[src/rtl/ring_serial_tx.sv]
// ring_serial_tx: parallel-to-serial transmitter, MSB first, with optional
// continuous recirculation (ring mode) ended by stop at a pass boundary.
`default_nettype none

module ring_serial_tx #(
  parameter int WIDTH = 4
) (
  input  logic             clk,
  input  logic             clr_n,
  input  logic [WIDTH-1:0] load_data,
  input  logic             load_valid,
  output logic             load_ready,
  input  logic             ring_mode,
  input  logic             stop,
  input  logic             abort,
  output logic             d_out,
  output logic             frame_start,
  output logic             busy,
  output logic             done
);

  localparam int CW = $clog2(WIDTH);
  localparam logic [CW-1:0] LAST = CW'(WIDTH - 1);

  localparam logic [0:0] IDLE  = 1'b0;
  localparam logic [0:0] SHIFT = 1'b1;

  logic [0:0]       state, state_nxt;
  logic [WIDTH-1:0] shreg;
  logic [CW-1:0]    cnt;
  logic             stop_pending;
  logic             ring_l;
  logic             done_r;
  logic             done_nxt;

  logic accept;
  logic last_bit;
  logic keep_ringing;

  assign accept       = (state == IDLE) && load_valid && !abort;
  assign last_bit     = (cnt == LAST);
  assign keep_ringing = ring_l && !stop_pending && !stop;

  always_ff @(posedge clk or negedge clr_n) begin
    if (!clr_n) state <= IDLE;
    else        state <= state_nxt;
  end

  always_comb begin
    state_nxt = state;
    done_nxt  = 1'b0;
    case (state)
      IDLE: begin
        if (accept) state_nxt = SHIFT;
      end
      SHIFT: begin
        // abort wins over both the pass-boundary decision and stop
        if (abort) begin
          state_nxt = IDLE;
        end else if (last_bit && !keep_ringing) begin
          state_nxt = IDLE;
          done_nxt  = 1'b1;
        end
      end
      default: state_nxt = IDLE;
    endcase
  end

  always_comb begin
    load_ready  = 1'b0;
    busy        = 1'b0;
    d_out       = 1'b0;
    frame_start = 1'b0;
    done        = done_r;
    case (state)
      IDLE: load_ready = 1'b1;
      SHIFT: begin
        busy        = 1'b1;
        d_out       = shreg[WIDTH-1];
        frame_start = (cnt == '0);
      end
      default: load_ready = 1'b1;
    endcase
  end

  always_ff @(posedge clk or negedge clr_n) begin
    if (!clr_n) begin
      shreg        <= '0;
      cnt          <= '0;
      stop_pending <= 1'b0;
      ring_l       <= 1'b0;
      done_r       <= 1'b0;
    end else begin
      done_r <= done_nxt;
      if (state == IDLE) begin
        if (accept) begin
          shreg        <= load_data;
          cnt          <= '0;
          ring_l       <= ring_mode;
          stop_pending <= 1'b0;
        end
      end else if (abort) begin
        shreg        <= '0;
        cnt          <= '0;
        stop_pending <= 1'b0;
      end else begin
        // rotate rather than shift so the word survives for the next pass
        shreg <= {shreg[WIDTH-2:0], shreg[WIDTH-1]};
        cnt   <= last_bit ? '0 : cnt + 1'b1;
        if (stop) stop_pending <= 1'b1;
      end
    end
  end

endmodule

`default_nettype wire

[config.mk]
export PLATFORM = sky130hd
export DESIGN_NAME = ring_serial_tx
export DESIGN_NICKNAME = d
export VERILOG_FILES = /design/src/rtl/ring_serial_tx.sv
export SDC_FILE = /design/constraint.sdc
export NUM_CORES = 1
export LEC_CHECK = 0
export CORE_MARGIN = 1.5
export CORE_UTILIZATION = 35
export DETAILED_ROUTE_END_ITERATION = 8
export PLACE_DENSITY = 0.74
export SYNTH_ARGS = -nofsm -noshare
export SYNTH_HDL_FRONTEND = slang
export SYNTH_SLANG_ARGS = --single-unit
[constraint.sdc]
create_clock -name clk -period 1.4 [get_ports clk]
set_input_delay 0.14 -clock clk [delete_from_list [all_inputs] [get_ports clk]]
set_output_delay 0.14 -clock clk [all_outputs]
set_load 0.005 [all_outputs]
==> impl_metrics.toml <==
[final_layout]
fin_util_pct = 57.6
nets = 87
area_growth_pct = 48.9
antenna_cells = 0
drive_gt1_share_pct = 32.9
instances_no_fill = 88
stdcell_area_um2 = 777

[logic_synthesis]
synth_area_leaders = "dfrtp_1 (48%), a221o_1 (7.7%), ha_1 (4.8%)"
syn-num-nets = 59
synth_top_area_share_pct = 48.0
yosys_warnings = 0
synth.ff_latch_count = 10
syn_avg_cell_area_um2 = 11.1
syn_area_um2 = 522
syn_inst = 47
synth_cell_types = 20
synth_top_cell_by_area = "dfrtp_1"
synth-seq-area-share_pct = 48.0

[timing]
relSlewSlack_pct = 69.5
worst_slew_pin_slew_ns = 0.456
fmax_mhz = 768
final-hold-violation-count = 0
period_share_pct = 93.0
rsz0062_at_grt = "false"
setup_viol_count_final = 0
drv_slew = 0
skew_ns = 0.00278
min_period_ns = 1.30

[setup_path]
reg2reg_to = "ring_l"
r2r_cells = 4
end_kind = "output pin"
required_ns = 1.26
crit_type = "reg2out"
reg2reg_slack_ns = 0.11
worstPathArrival_ns = 1.16
cp_max_fo = 2
crit-reg2reg-launch = "state"
critPathLaunchType = "flop"

[pwr]
swShare_pct = 25.9
switching_power_uw = 187
p_leak_nw = 0.383
clockPowerShare_pct = 26.2
pwr-share-comb_pct = 25.8
p_seq_share_pct = 48.1
finalPower_uw = 720
intPower_uw = 534
power_density_mw_per_mm2 = 927
ir_drop_uv = 460

[detailed_routing]
via_count = 430
ant_nets = 0
post-route-drc-count = 0
dr.pass1.iters = 4
drt-total-wl_um = 1110
drt-initial-drc-count = 17
wl_per_cell_um = 12.6
vias_per_cell = 4.89

[global_routing]
grt_usage_pct = 15.2
grt_pass1_vias = 444
antenna_found_initial = 0
grt_overflow = 0
grt_max_degree = 11
grt_pass1_wl_um = 1990

[placed_design]
gp_congestion = 0.726
dpl_cell_area_um2 = 681
port_buffers = 14
dp_cells = 77
hpwl_um = 752

[floorplan]
die_y_um = 41.6
initial_core_util_pct = 38.6
core_area_mm2 = 0.00135
die_area_mm2 = 0.00173
die_w_um = 41.6
core.rowCount = 13
boundaryPins = 15

[cts]
clk_latency_ns = 0.26
ctsLongestPathBuffers = 2
htree_levels = 1
cts_sinks = 10
path_clk_slew_ns = 0.06
tritoncts = "built"
clockRootBuffer = "clkbuf_4"
cts_hold_buf = 0
cts_made_buffers = 3

[hold_path]
holdCritPathClass = "in2async"

[status]
outcome = "completed"

[run]
drv_cap = 0
## worst max-delay path: stages, from the launching register on
cell and delay [ns]:
dfrtp_1 0.35, inv_1 0.05, ha_1 0.18, and2_1 0.14, clkdlybuf4s15_1 0.19
## state kept, by name, indices dropped and copies added, names as in the netlist
| signal | cells |
|---|---|
| shreg | 4 |
| ring_l | 1 |
| done | 1 |
| cnt | 2 |
| stop_pending | 1 |
| state | 1 |
## synth_stat cells (all sizes together)
master / instances
dfrtp: 10
nand2: 5
nor2: 5
a221o: 4
inv: 4
nor3: 4
a21oi: 2
a22o: 2
and2: 2
buf: 2
ha: 2
a211oi: 1
a311oi: 1
and3: 1
mux2: 1
nand2b: 1
## metrics by stage
stage          TNS [ns]  setup WS, ns  hold slack (ns)
2_1_floorplan         0         0.288           -0.156
3_3_place_gp          0        0.0880            0.480
3_5_place_dp          0        0.0681            0.482
4_1_cts          -0.176       -0.0893            0.199
5_1_grt               0        0.0343            0.203
6_report              0        0.0974            0.196
## timing repair
action | CTS | global route
pin swaps | 0 | 1
setup endpoints to repair | 4 | 3
buffers inserted | 5 | 3
hold endpoints to repair | 0 | 0
resized for setup | 3 | 8
## power groups by stage
stage          combinational, mW  sequential, mW  clock, mW
2_1_floorplan             0.0888           0.344          0
3_3_place_gp               0.149           0.351          0
3_5_place_dp               0.151           0.352          0
4_1_cts                    0.171           0.343      0.198
5_1_grt                    0.206           0.349      0.215
6_report                   0.186           0.346      0.189
## metal layers
layer / up-vias / global-route usage [%] / wire length [um]
li1: 219 / - / -
met1: 196 / 20.3 / 503
met2: 15 / 22.2 / 520
met3: 0 / 5.65 / 86
met4: 0 / 5.81 / 0
met5: - / 0 / 0
## cells in the final DEF (no fill, tap or decap), drive strengths merged
cell | Yosys | layout
nand2 | 5 | 5
and2 | 2 | 2
clkdlybuf4s15 | 0 | 1
nor3 | 4 | 4
nand2b | 1 | 1
clkbuf | 0 | 3
inv | 4 | 4
mux2 | 1 | 1
dlymetal6s2s | 0 | 2
clkdlybuf4s50 | 0 | 10
a221o | 4 | 4
a311oi | 1 | 1
nor2 | 5 | 5
ha | 2 | 2
a21oi | 2 | 2
a22o | 2 | 2
dfrtp | 10 | 10
a211oi | 1 | 1
buf | 2 | 12
and3 | 1 | 1
## area by class of cell
class / count / area, um^2
multi-input cells: 31 / 236
well taps: 15 / 18.8
clock buffers: 3 / 22.5
flip-flops and latches: 10 / 251
repair buffers: 25 / 233
fillers: 134 / 573
inverters: 4 / 15.0
## cell families after synthesis
family          count (synthesis)  synth area share (%)
buf+inv                         6                  7.19
fa+ha+maj                       2                  4.80
flops                          10                  48.0
compound gates                 10                  19.4
mux                             1                  2.88
simple gates                   18                  17.7
## how the worst max path moves through the flow
stage,startpoint,endpoint,slack [ns],cells after the start
finish,cnt[0],frame_start,0.1,4
global route,cnt[0],frame_start,0.03,4
CTS,state,load_ready,-0.09,2
detailed placement,abort,shreg[3],0.07,4
global placement,cnt[0],frame_start,0.09,4
floorplan,state,ring_l,0.29,3
(Power assumes the default switching activity.)
